===== config.mk =====
export PLATFORM = sky130hd
export DESIGN_NAME = axis_rr_arbiter
export DESIGN_NICKNAME = d
export VERILOG_FILES = /design/src/rtl/axis_pkg.sv /design/src/rtl/axis_skid_buf.sv /design/src/rtl/axis_rr_arbiter.sv
export SDC_FILE = /design/constraint.sdc
export NUM_CORES = 1
export LEC_CHECK = 0
export ABC_CLOCK_PERIOD_IN_PS = 2900
export CAP_MARGIN = 10
export CORE_MARGIN = 5
export CORE_UTILIZATION = 50
export DETAILED_ROUTE_END_ITERATION = 10
export PLACE_DENSITY = 0.8
export SYNTH_ARGS = -nofsm -noshare
export SYNTH_HDL_FRONTEND = slang
export SYNTH_SLANG_ARGS = --single-unit

===== constraint.sdc =====
create_clock -name axis_aclk_i -period 2.9 [get_ports axis_aclk_i]
set_input_delay 0.725 -clock axis_aclk_i [delete_from_list [all_inputs] [get_ports axis_aclk_i]]
set_output_delay 0.725 -clock axis_aclk_i [all_outputs]
set_load 0.1 [all_outputs]

===== src/rtl/axis_pkg.sv =====
// Shared AXI-stream arbitration definitions: FSM encoding, skid depth and a
// reusable round-robin first-set search.
package axis_pkg;

  typedef enum logic [0:0] {
    ST_IDLE  = 1'b0,
    ST_GRANT = 1'b1
  } state_t;

  localparam int SKID_DEPTH = 2;
  localparam int RR_MAX_REQ = 8;

  // First set bit of req[n-1:0], searching ptr, ptr+1, ... and wrapping modulo n.
  function automatic logic [2:0] rr_pick(input logic [7:0] req, input logic [2:0] ptr,
                                         input int n);
    logic [2:0] pick;
    logic       found;
    int         idx;
    pick  = 3'd0;
    found = 1'b0;
    for (int i = 0; i < RR_MAX_REQ; i++) begin
      idx = (int'(ptr) + i) % n;
      if (!found && (i < n) && req[idx[2:0]]) begin
        pick  = idx[2:0];
        found = 1'b1;
      end
    end
    return pick;
  endfunction

endpackage


===== src/rtl/axis_skid_buf.sv =====
// Two-entry FIFO skid buffer: full-rate AXI-stream pass-through with a
// registered master side.
module axis_skid_buf
  import axis_pkg::*;
#(
  parameter int DATA_WIDTH = 8
) (
  input  logic                  axis_aclk_i,
  input  logic                  axis_aresetn_i,
  input  logic                  s_axis_tvalid_i,
  input  logic [DATA_WIDTH-1:0] s_axis_tdata_i,
  output logic                  s_axis_tready_o,
  output logic                  m_axis_tvalid_o,
  output logic [DATA_WIDTH-1:0] m_axis_tdata_o,
  input  logic                  m_axis_tready_i
);

  localparam logic [1:0] FULL_CNT = 2'(SKID_DEPTH);

  logic [DATA_WIDTH-1:0] r_mem [SKID_DEPTH];
  logic                  r_wr_ptr;
  logic                  r_rd_ptr;
  logic [1:0]            r_count;
  logic                  w_push;
  logic                  w_pop;

  assign s_axis_tready_o = (r_count != FULL_CNT);
  assign m_axis_tvalid_o = (r_count != 2'd0);
  assign m_axis_tdata_o  = r_mem[r_rd_ptr];
  assign w_push          = s_axis_tvalid_i && s_axis_tready_o;
  assign w_pop           = m_axis_tvalid_o && m_axis_tready_i;

  // Storage, pointers and occupancy; a simultaneous push and pop keeps the count.
  always_ff @(posedge axis_aclk_i) begin
    if (!axis_aresetn_i) begin
      for (int i = 0; i < SKID_DEPTH; i++) begin
        r_mem[i] <= '0;
      end
      r_wr_ptr <= 1'b0;
      r_rd_ptr <= 1'b0;
      r_count  <= 2'd0;
    end else begin
      if (w_push) begin
        r_mem[r_wr_ptr] <= s_axis_tdata_i;
        r_wr_ptr        <= ~r_wr_ptr;
      end
      if (w_pop) begin
        r_rd_ptr <= ~r_rd_ptr;
      end
      case ({w_push, w_pop})
        2'b10:   r_count <= r_count + 2'd1;
        2'b01:   r_count <= r_count - 2'd1;
        default: r_count <= r_count;
      endcase
    end
  end

endmodule


===== src/rtl/axis_rr_arbiter.sv =====
// Round-robin arbiter sharing one AXI-stream slave between NUM_M masters,
// with bounded bursts per grant and a skid-buffered output.
module axis_rr_arbiter
  import axis_pkg::*;
#(
  parameter int NUM_M      = 2,
  parameter int DATA_WIDTH = 8,
  parameter int MAX_BURST  = 4
) (
  input  logic                        axis_aclk_i,
  input  logic                        axis_aresetn_i,
  input  logic [NUM_M-1:0]            s_axis_tvalid_i,
  input  logic [NUM_M*DATA_WIDTH-1:0] s_axis_tdata_i,
  output logic [NUM_M-1:0]            s_axis_tready_o,
  output logic                        m_axis_tvalid_o,
  output logic [DATA_WIDTH-1:0]       m_axis_tdata_o,
  input  logic                        m_axis_tready_i,
  output logic [NUM_M-1:0]            grant_o,
  output logic                        busy_o
);

  localparam int               PTR_W     = (NUM_M > 1) ? $clog2(NUM_M) : 1;
  localparam logic [7:0]       LAST_BEAT = 8'(MAX_BURST - 1);
  localparam logic [PTR_W-1:0] LAST_IDX  = PTR_W'(NUM_M - 1);

  state_t                r_state;
  state_t                w_state_nxt;
  logic [PTR_W-1:0]      r_rr_ptr;
  logic [PTR_W-1:0]      r_gidx;
  logic [PTR_W-1:0]      w_pick;
  logic [PTR_W-1:0]      w_next_ptr;
  logic [7:0]            r_beat_cnt;
  logic [NUM_M-1:0]      r_grant;
  logic [NUM_M-1:0]      w_tready;
  logic                  w_req_any;
  logic                  w_gvalid;
  logic                  w_offer;
  logic                  w_accept;
  logic                  w_last;
  logic                  w_exit;
  logic                  w_skid_ready;
  logic                  w_skid_valid;
  logic [DATA_WIDTH-1:0] w_gdata;

  assign w_req_any  = |s_axis_tvalid_i;
  assign w_pick     = PTR_W'(rr_pick(8'(s_axis_tvalid_i), 3'(r_rr_ptr), NUM_M));
  assign w_gvalid   = s_axis_tvalid_i[r_gidx];
  assign w_gdata    = s_axis_tdata_i[r_gidx*DATA_WIDTH +: DATA_WIDTH];
  assign w_offer    = (r_state == ST_GRANT) && w_gvalid;
  assign w_accept   = w_offer && w_skid_ready;
  assign w_last     = w_accept && (r_beat_cnt == LAST_BEAT);
  // A stalled beat keeps the grant; only release or the final beat end it.
  assign w_exit     = (r_state == ST_GRANT) && (!w_gvalid || w_last);
  assign w_next_ptr = (r_gidx == LAST_IDX) ? '0 : r_gidx + PTR_W'(1);

  assign s_axis_tready_o = w_tready;
  assign grant_o         = r_grant;
  assign busy_o          = (r_state == ST_GRANT) || w_skid_valid;
  assign m_axis_tvalid_o = w_skid_valid;

  // FSM state register.
  always_ff @(posedge axis_aclk_i) begin
    if (!axis_aresetn_i) begin
      r_state <= ST_IDLE;
    end else begin
      r_state <= w_state_nxt;
    end
  end

  // FSM next-state decode.
  always_comb begin
    w_state_nxt = r_state;
    case (r_state)
      ST_IDLE: begin
        if (w_req_any) begin
          w_state_nxt = ST_GRANT;
        end else begin
          w_state_nxt = ST_IDLE;
        end
      end
      ST_GRANT: begin
        if (w_exit) begin
          w_state_nxt = ST_IDLE;
        end else begin
          w_state_nxt = ST_GRANT;
        end
      end
      default: w_state_nxt = ST_IDLE;
    endcase
  end

  // FSM outputs: only the granted master sees the skid buffer's ready.
  always_comb begin
    w_tready = '0;
    if (r_state == ST_GRANT) begin
      w_tready[r_gidx] = w_skid_ready;
    end else begin
      w_tready = '0;
    end
  end

  // Grant bookkeeping: grant index, one-hot grant, beat count and rotation pointer.
  always_ff @(posedge axis_aclk_i) begin
    if (!axis_aresetn_i) begin
      r_rr_ptr   <= '0;
      r_gidx     <= '0;
      r_grant    <= '0;
      r_beat_cnt <= 8'd0;
    end else begin
      case (r_state)
        ST_IDLE: begin
          if (w_req_any) begin
            r_gidx     <= w_pick;
            r_grant    <= NUM_M'(1) << w_pick;
            r_beat_cnt <= 8'd0;
          end
        end
        ST_GRANT: begin
          if (w_accept) begin
            r_beat_cnt <= r_beat_cnt + 8'd1;
          end
          if (w_exit) begin
            r_rr_ptr <= w_next_ptr;
            r_grant  <= '0;
          end
        end
        default: begin
          r_grant <= '0;
        end
      endcase
    end
  end

  axis_skid_buf #(
    .DATA_WIDTH (DATA_WIDTH)
  ) u_skid (
    .axis_aclk_i     (axis_aclk_i),
    .axis_aresetn_i  (axis_aresetn_i),
    .s_axis_tvalid_i (w_offer),
    .s_axis_tdata_i  (w_gdata),
    .s_axis_tready_o (w_skid_ready),
    .m_axis_tvalid_o (w_skid_valid),
    .m_axis_tdata_o  (m_axis_tdata_o),
    .m_axis_tready_i (m_axis_tready_i)
  );

endmodule

==> results of run 1 <==
per-stage QoR:
| stage | setup slack [ns] | util | area [µm²] | cells | hold slack (ns) |
|---|---|---|---|---|---|
| floorplan | 0.227 | - | 1640 | 157 | 0.452 |
| CTS | 0.576 | 0.677 | 2100 | 243 | 0.476 |
| detailed placement | 0.220 | 0.652 | 2020 | 235 | 0.463 |
| finish | 0.565 | 0.677 | 2100 | 243 | 0.466 |
| global route | 0.462 | 0.677 | 2100 | 243 | 0.518 |
| global placement | 0.269 | 0.652 | 2020 | 235 | 0.451 |
flip-flops by register name, indices dropped and copies added (netlist names), named ones only:
signal and count:
u_skid.r_wr_ptr 1, u_skid.r_mem 16, u_skid.r_rd_ptr 1, r_state 1, r_rr_ptr 1, grant_o 2, u_skid.r_count 2, r_gidx 1
r_beat_cnt 8
cells in the mapped netlist, types with 4 or more instances:
library cell	number
o21ai_0	6
a21oi_1	12
inv_1	5
nand3_1	5
xnor2_1	4
dfxtp_1	18
nor2_1	19
edfxtp_1	16
mux2i_1	10
mux2_2	9
nor2_2	7
nand2_1	9
area by class of cell:
type	instances	area, µm²	area share
Sequential cell	34	841	0.400
Multi-Input combinational cell	112	751	0.358
Timing Repair Buffer	39	355	0.169
Tap cell	44	55.1	0.0262
Clock buffer	7	45.0	0.0215
Clock inverter	1	30.0	0.0143
Inverter	6	22.5	0.0107
worst min-delay path: stages (launching register included):
cell	delay (ns)
dfxtp_1	0.32
nand2_1	0.05
a21oi_1	0.05
cell families (layout without fill, tap and decap cells):
kind of cell             after synthesis  after routing  share of synthesized area
AND/OR/NAND/NOR                       58             58                      0.184
flip-flops                            34             34                      0.514
AO/OA/AOI/OAI                         28             28                      0.106
multiplexers                          19             19                      0.123
buffers and inverters                 11             53                     0.0298
XOR/XNOR                               5              5                     0.0268
adder cells (fa/ha/maj)                2              2                     0.0153
report_power, final:
group          switching (mW)  total [mW]  internal, mW
combinational           0.437       0.612         0.174
clock                   0.150       0.333         0.183
sequential             0.0396       0.582         0.543
total                   0.627        1.53         0.900
routing by layer:
layer | share of wire | vias up
met5 | 0 | -
met4 | 0.015 | 0
met3 | 0.060 | 6
met2 | 0.50 | 35
met1 | 0.43 | 623
li1 | - | 649
worst max path at each step:
stage	cells after the start	slack (ns)	end
after global placement	7	0.27	u_skid.r_count[1]
after global routing	6	0.46	u_skid.r_mem[0][7]
after floorplan	3	0.23	s_axis_tready_o[0]
final	7	0.57	u_skid.r_count[1]
after CTS	7	0.58	u_skid.r_count[1]
after detailed placement	7	0.22	u_skid.r_count[1]
==> flow_metrics.py, run 1 <==
metrics = {
    "outcome": {
        "status": "finished, final reports clean",
    },
    "critical_path": {
        "cp-start-kind": "input pin",
        "endpoint_kind": "register",
        "crit_chain": "clkdlybuf4s50_1 > mux2i_1 > nor3_4 > inv_2 > ha_1 > or3_1 > a21oi_1",
        "r2r_start": "r_gidx",
        "rr_endpoint": "u_skid.r_count[1]",
        "cp.buffers_inverters": 2,
        "cpLargestDelayFamily": "buffers and inverters",
        "critPathLaunch": "s_axis_tvalid_i[0]",
        "crit_slowest_cell": "clkdlybuf4s50_1",
        "worstPathArrival_ns": 2.60,
        "r2r_setup_slack_ns": 0.96,
        "rr_worst_depth": 6,
        "worst-setup-path-type": "in2reg",
        "crit_required_ns": 3.17,
        "worstPathMaxFanout": 7,
        "max_stage_delay_ns": 0.58,
    },
    "route": {
        "vias": 1313,
        "avgRoutedWirePerCell_um": 14.6,
        "drtIter0Drc": 80,
        "postRouteAntennaNets": 0,
        "viasPerCell": 5.40,
        "wirelength_mm": 3.55,
        "drt_pass1_iterations": 4,
        "drc": 0,
    },
    "synthesis": {
        "synth_top_area_cell": "edfxtp_1",
        "synth-seq-cells": 34,
        "yosysTopAreaCellShare": 0.294,
        "synth_area_leaders": "edfxtp_1, dfxtp_1, mux2_2",
        "synthDistinctLibCells": 37,
        "syn_nets": 180,
        "synth_warnings": 0,
        "syn-cell-area_um2": 1640,
        "ys_seq_area_frac": 0.514,
        "synth_flop_cell": "dfxtp_1",
        "synth-edff-count": 16,
        "synth.avg_cell_area_um2": 10.4,
        "synthCells": 157,
        "async_flop_share": 0,
    },
    "timing": {
        "tns_ns": 0,
        "finalMaxSlewViolations": 0,
        "setup_viol": 0,
        "finalHoldViolCount": 0,
        "max_slew_margin": 0.608,
        "fmax_mhz": 428,
        "tightest_slew_ns": 0.589,
        "rsz0062_at_grt": "false",
        "fin_worst_skew_ns": 0.00738,
        "timing.final.crit_period_ns": 2.33,
        "timing.final.crit_share": 0.805,
    },
    "power_and_ir_drop": {
        "vdd_drop_max_mv": 0.503,
        "total_leakage_power_nw": 0.774,
        "p_per_area_nw_per_um2": 727,
        "total_power_mw": 1.53,
    },
    "min_path": {
        "hold_end": "grant_o[1]",
        "min_path_type": "reg2reg",
        "min-delay-start": "grant_o[1]",
        "min_path_cells": 2,
    },
    "layout": {
        "n_fill_cell": 266,
        "nNetsFinal": 221,
        "num_antenna_cells": 0,
        "area_delta_synth_final_pct": 28.4,
        "drive_above_1_share": 0.231,
        "final_cell_mix": "clkdlybuf4s50_1, nor2_1, dfxtp_1, buf_4, edfxtp_1",
        "mostFrequentLayoutCell": "clkdlybuf4s50_1",
    },
    "global_route": {
        "grt_pass1_wl_mm": 5.91,
        "use_met2": 0.291,
        "grt_antenna_before_repair": 0,
        "grt_max_degree": 11,
        "grt_pass1_vias": 1266,
        "grtUsageMet1": 0.222,
        "overflow": 0,
        "met3_usage": 0.0499,
        "grt_util_all_layers": 0.179,
        "busiest_layer": "met2",
    },
    "floorplanning": {
        "core_area_um2": 3100,
        "num_rows": 20,
        "die_h_um": 67.2,
        "start_util": 0.527,
        "io_pins": 35,
        "die_x_um": 67.2,
        "dieArea_um2": 4510,
    },
    "place": {
        "gp_congestion": 0.921,
        "io_buffers": 34,
        "dp_hpwl_mm": 2.70,
    },
    "clocking": {
        "clock_latency_ns": 0.33,
        "htree_levels": 2,
        "postCtsHoldBufs": 0,
        "path_clk_slew_ns": 0.09,
        "cts_made_buffers": 5,
        "cts_setup_buffers": 0,
        "cts_sinks": 34,
        "cts_root_buf": "clkbuf_4",
        "cts_tree": "built",
        "clockBufferDepth": 2,
        "cts_resized": 0,
    },
    "job": {
        "maxCapViolCount": 0,
    },
}
Note: power is estimated with default switching activity, not from simulation.
==> inputs of run 2 (changes only) <==
Settings changed: ABC_CLOCK_PERIOD_IN_PS 2900 to 2100, CORE_UTILIZATION 50 to 45, PLACE_DENSITY 0.8 to 0.76.
Clock period 2.9 ns to 2.1 ns, I/O delays scaled along.
==> run 2 against run 1 <==
Cell area is 9.5% higher; critical endpoint is now m_axis_tdata_o[1]; highest routed layer unchanged; clock skew down 0.0048 ns; via count up 3.6%; first-iteration DRC count is 38% lower; largest power group unchanged; global-route usage fell by 1.1 points; critical path type is now reg2out; flip-flop and latch count is the same; critical path depth shrank 5; routed wire length up 7.3%.
==> flow_metrics.py, run 2 (same netlist as run 1, synthesis figures left out) <==
metrics = {
    "power_and_ir_drop": {
        "total_power_mw": 2.19,
        "total_leakage_power_nw": 0.850,
        "vdd_drop_max_mv": 0.744,
        "p_per_area_nw_per_um2": 950,
    },
    "critical_path": {
        "cp-start-kind": "register",
        "endpoint_kind": "output pin",
        "worstPathArrival_ns": 1.46,
        "crit_required_ns": 1.57,
        "cpLargestDelayFamily": "flip-flops",
        "max_stage_delay_ns": 0.55,
        "worst-setup-path-type": "reg2out",
        "cp.buffers_inverters": 1,
        "crit_slowest_cell": "dfxtp_1",
        "worstPathMaxFanout": 8,
        "crit_chain": "mux2_2 > buf_12",
    },
    "layout": {
        "mostFrequentLayoutCell": "clkdlybuf4s50_1",
        "post-route-util": 0.643,
        "nNetsFinal": 229,
        "num_antenna_cells": 0,
        "area_delta_synth_final_pct": 40.6,
        "largest_reg_flops": 16,
        "largest_register": "u_skid.r_mem",
        "drive_above_1_share": 0.271,
        "n_fill_cell": 299,
        "final_cell_mix": "clkdlybuf4s50_1, nor2_1, dfxtp_1",
        "largestRegisters": "u_skid.r_mem x16, r_beat_cnt x8",
    },
    "min_path": {
        "min_path_type": "reg2reg",
    },
    "route": {
        "viasPerCell": 5.33,
        "wirelength_mm": 3.81,
        "drtIter0Drc": 50,
        "postRouteAntennaNets": 0,
        "drc": 0,
        "drt_pass1_iterations": 5,
        "avgRoutedWirePerCell_um": 14.9,
        "vias": 1360,
    },
    "global_route": {
        "grt_pass1_wl_mm": 6.60,
        "grt_max_degree": 11,
        "overflow": 0,
        "grt_util_all_layers": 0.167,
        "grt_pass1_vias": 1399,
        "grt_antenna_before_repair": 0,
    },
    "floorplanning": {
        "num_rows": 22,
        "io_pins": 35,
        "die_h_um": 70.3,
        "die_x_um": 70.3,
        "core_area_um2": 3580,
        "start_util": 0.457,
        "dieArea_um2": 4940,
    },
    "clocking": {
        "cts_sinks": 34,
        "cts_setup_buffers": 0,
        "cts_made_buffers": 5,
        "path_clk_slew_ns": 0.09,
        "cts_tree": "built",
        "clockBufferDepth": 2,
        "cts_root_buf": "clkbuf_4",
        "clock_latency_ns": 0.32,
        "postCtsHoldBufs": 0,
        "htree_levels": 2,
    },
    "job": {
        "maxCapViolCount": 0,
    },
    "outcome": {
        "status": "finished, final reports clean",
    },
    "place": {
        "io_buffers": 34,
        "gp_congestion": 0.883,
        "dp_hpwl_mm": 2.98,
    },
    "timing": {
        "fmax_mhz": 504,
        "setup_viol": 0,
        "fin_worst_skew_ns": 0.00253,
        "max_slew_margin": 0.625,
        "finalHoldViolCount": 0,
        "rsz0062_at_grt": "false",
        "timing.final.crit_share": 0.946,
        "tightest_slew_ns": 0.562,
        "finalMaxSlewViolations": 0,
        "timing.final.crit_period_ns": 1.99,
    },
}
## run 2: power breakdown
group          internal [mW]  switching (mW)
clock                  0.126           0.202
sequential             0.750          0.0584
combinational          0.406           0.643
## run 2: path summary, 6_finish.rpt
path	from	to	slack, ns	depth (start not counted)
worst min-delay path	grant_o[1]	grant_o[1]	0.48	2
worst max register to register	r_gidx	u_skid.r_count[1]	0.22	6
worst min register to register	grant_o[1]	grant_o[1]	0.48	2
worst max-delay path	register	m_axis_tdata_o[1]	0.11	2
## run 2: cell type report
| class | instances | area [µm²] | area share |
|---|---|---|---|
| clock buffer | 6 | 41.3 | 0.0180 |
| clock inverter | 2 | 8.76 | 0.00381 |
| inverter | 6 | 22.5 | 0.00979 |
| multi-input combinational | 112 | 761 | 0.331 |
| sequential | 34 | 841 | 0.366 |
| tap | 48 | 60.1 | 0.0261 |
| timing repair buffer | 47 | 566 | 0.246 |
## run 2: metal layers
layer / vias to the layer above / global-route usage / wire length (µm)
met3: 11 / 0.0561 / 250
met1: 621 / 0.181 / 1500
met2: 57 / 0.302 / 2000
li1: 671 / - / -
met4: 0 / 0.0532 / 64
met5: - / 0 / 0
## run 2: stage by stage
step / setup TNS [ns] / std cells / setup slack [ns] / hold slack, ns / area (µm²)
after floorplan: 0 / 157 / 0.0239 / 0.452 / 1650
after global placement: -0.559 / 247 / -0.113 / 0.453 / 2250
after detailed placement: -2.69 / 247 / -0.205 / 0.467 / 2250
after CTS: 0 / 255 / 0.0732 / 0.483 / 2300
after global routing: 0 / 255 / 0.0149 / 0.526 / 2300
final: 0 / 255 / 0.114 / 0.480 / 2300
## run 2: worst reg2reg max path, cell delays in order (launching register included)
cell and delay, ns:
dfxtp_1 0.52, mux2i_1 0.40, nor3_4 0.08, inv_2 0.08
ha_1 0.23, or3_1 0.35, a21oi_1 0.15
## run 2: what timing repair did
item | CTS | global route
setup endpoints to repair | 0 | 1
hold endpoints to repair | 0 | 0
resized for setup | 0 | 1
==> inputs of run 3 (changes only) <==
Settings changed: MAX_ROUTING_LAYER from default to met4, PLACE_DENSITY 0.76 to default, PLACE_DENSITY_LB_ADDON from default to 0.05.
==> run 3 against run 2 <==
Power rose by 0.40%; highest routed layer unchanged; critical endpoint is now u_skid.r_count[1]; cell area rose by 0.38%; critical path type is now in2reg; count of clock-buffer cells in the layout stayed put; worst hold slack lost 0.012 ns.
==> flow_metrics.py, run 3 (same netlist as run 1, synthesis figures left out) <==
metrics = {
    "outcome": {
        "status": "finished, final reports clean",
    },
    "timing": {
        "timing.final.crit_period_ns": 1.99,
        "finalMaxSlewViolations": 0,
        "max_slew_margin": 0.715,
        "fmax_mhz": 503,
        "timing.final.crit_share": 0.947,
        "rsz0062_at_grt": "false",
        "whs_ns": 0.468,
        "finalHoldViolCount": 0,
        "tightest_slew_ns": 0.415,
        "fin_worst_skew_ns": 0.0132,
        "setup_viol": 0,
    },
    "layout": {
        "post-route-util": 0.645,
        "nNetsFinal": 232,
        "largest_reg_flops": 16,
        "n_fill_cell": 315,
        "drive_above_1_share": 0.281,
        "ff_latch_area_um2": 842,
        "largestRegisters": "u_skid.r_mem x16, r_beat_cnt x8",
        "final_cell_mix": "clkdlybuf4s50_1, nor2_1, buf_4",
        "multi_input_area_um2": 758,
        "largest_register": "u_skid.r_mem",
        "num_antenna_cells": 0,
        "area_delta_synth_final_pct": 41.2,
        "mostFrequentLayoutCell": "clkdlybuf4s50_1",
        "final_cells": 258,
    },
    "clocking": {
        "cts_made_buffers": 5,
        "clockBufferDepth": 2,
        "cts_tree": "built",
        "cts_setup_buffers": 0,
        "postCtsHoldBufs": 0,
        "cts_root_buf": "clkbuf_4",
        "clock_latency_ns": 0.34,
        "cts_sinks": 34,
        "htree_levels": 2,
        "path_clk_slew_ns": 0.10,
    },
    "route": {
        "drt_pass1_iterations": 4,
        "viasPerCell": 5.22,
        "drc": 0,
        "postRouteAntennaNets": 0,
        "wirelength_mm": 3.64,
        "avgRoutedWirePerCell_um": 14.1,
        "vias": 1347,
        "drtIter0Drc": 43,
    },
    "job": {
        "maxCapViolCount": 0,
    },
    "place": {
        "dp_hpwl_mm": 2.89,
        "placedCellCount": 250,
        "gp_congestion": 0.774,
        "io_buffers": 34,
    },
    "floorplanning": {
        "num_rows": 22,
        "start_util": 0.457,
        "die_h_um": 70.3,
        "io_pins": 35,
        "dieArea_um2": 4940,
        "die_x_um": 70.3,
        "core_area_um2": 3580,
    },
    "critical_path": {
        "worstPathMaxFanout": 4,
        "critPathLaunch": "s_axis_tvalid_i[1]",
        "r2r_start": "u_skid.r_count[1]",
        "crit_required_ns": 2.38,
        "worstPathArrival_ns": 2.26,
        "worst-setup-path-type": "in2reg",
        "cp-start-kind": "input pin",
        "endpoint_kind": "register",
    },
    "power_and_ir_drop": {
        "p_per_area_nw_per_um2": 950,
        "switching_share": 0.417,
        "pwr-share-comb": 0.478,
        "total_leakage_power_nw": 0.861,
        "switchingPower_uw": 914,
        "vdd_drop_max_mv": 0.800,
        "intPower_mw": 1.28,
        "p_clk_frac": 0.155,
        "seqPwrFrac": 0.367,
    },
    "global_route": {
        "grt_max_degree": 11,
        "grt_pass1_wl_mm": 6.27,
        "overflow": 0,
        "grt_pass1_vias": 1352,
        "grt_antenna_before_repair": 0,
        "grt_util_all_layers": 0.165,
    },
    "min_path": {
        "min_path_type": "reg2reg",
        "min-delay-start": "grant_o[1]",
    },
}
-- run 3: changes by cell type in the layout (fill, tap and decap cells not counted) --
cell	change
dfxtp_1	-1
nor2b_1	+1
dfxtp_2	+1
buf_12	-1
buf_4	+4
nor2b_2	-1
-- run 3: area by class of cell --
cell class	instances	area share
Inverter	6	0.00976
Sequential cell	34	0.365
Clock buffer	6	0.0179
Timing Repair Buffer	50	0.249
Clock inverter	2	0.00379
Multi-Input combinational cell	112	0.328
Tap cell	48	0.0260
-- run 3: worst max-delay path: stages --
cell and delay [ns]:
clkdlybuf4s50_1 0.49, mux2i_1 0.16, nor3_4 0.22, inv_2 0.06, ha_1 0.31, or3_1 0.35, a21oi_1 0.15
-- run 3: per-stage QoR --
stage / setup TNS, ns / cell area (µm²) / total power [mW] / setup slack [ns]
after floorplan: 0 / 1650 / 1.48 / 0.0239
after global placement: -0.876 / 2260 / 1.86 / -0.149
after detailed placement: -3.02 / 2260 / 1.87 / -0.262
after CTS: 0 / 2310 / 2.21 / 0.0609
after global routing: 0 / 2310 / 2.29 / 0.0535
final: 0 / 2310 / 2.19 / 0.112
-- run 3: timing repair --
action                     CTS  global route
setup endpoints to repair    0             2
resized for setup            0             1
hold endpoints to repair     0             0
-- run 3: per-layer routing --
metal  track usage  wire, µm  vias up
met4        0.0702        43        0
met2         0.265      1800       28
li1              -         -      675
met5             -         0        -
met1         0.192      1620      638
met3        0.0446       176        6
-- run 3: worst paths after layout --
path,endpoint,slack (ns),cells after the start
hold / removal,grant_o[1],0.47,2
setup reg to reg,u_skid.r_count[1],0.28,5
hold reg to reg,grant_o[1],0.47,2
setup / recovery,u_skid.r_count[1],0.11,7
-- run 3: power by group through the flow --
| stage | registers (mW) | clock network [mW] | logic (mW) |
|---|---|---|---|
| finish | 0.804 | 0.341 | 1.05 |
| global route | 0.817 | 0.381 | 1.09 |
| CTS | 0.804 | 0.348 | 1.06 |
| detailed placement | 0.819 | 0 | 1.05 |
| global placement | 0.816 | 0 | 1.04 |
| floorplan | 0.813 | 0 | 0.670 |
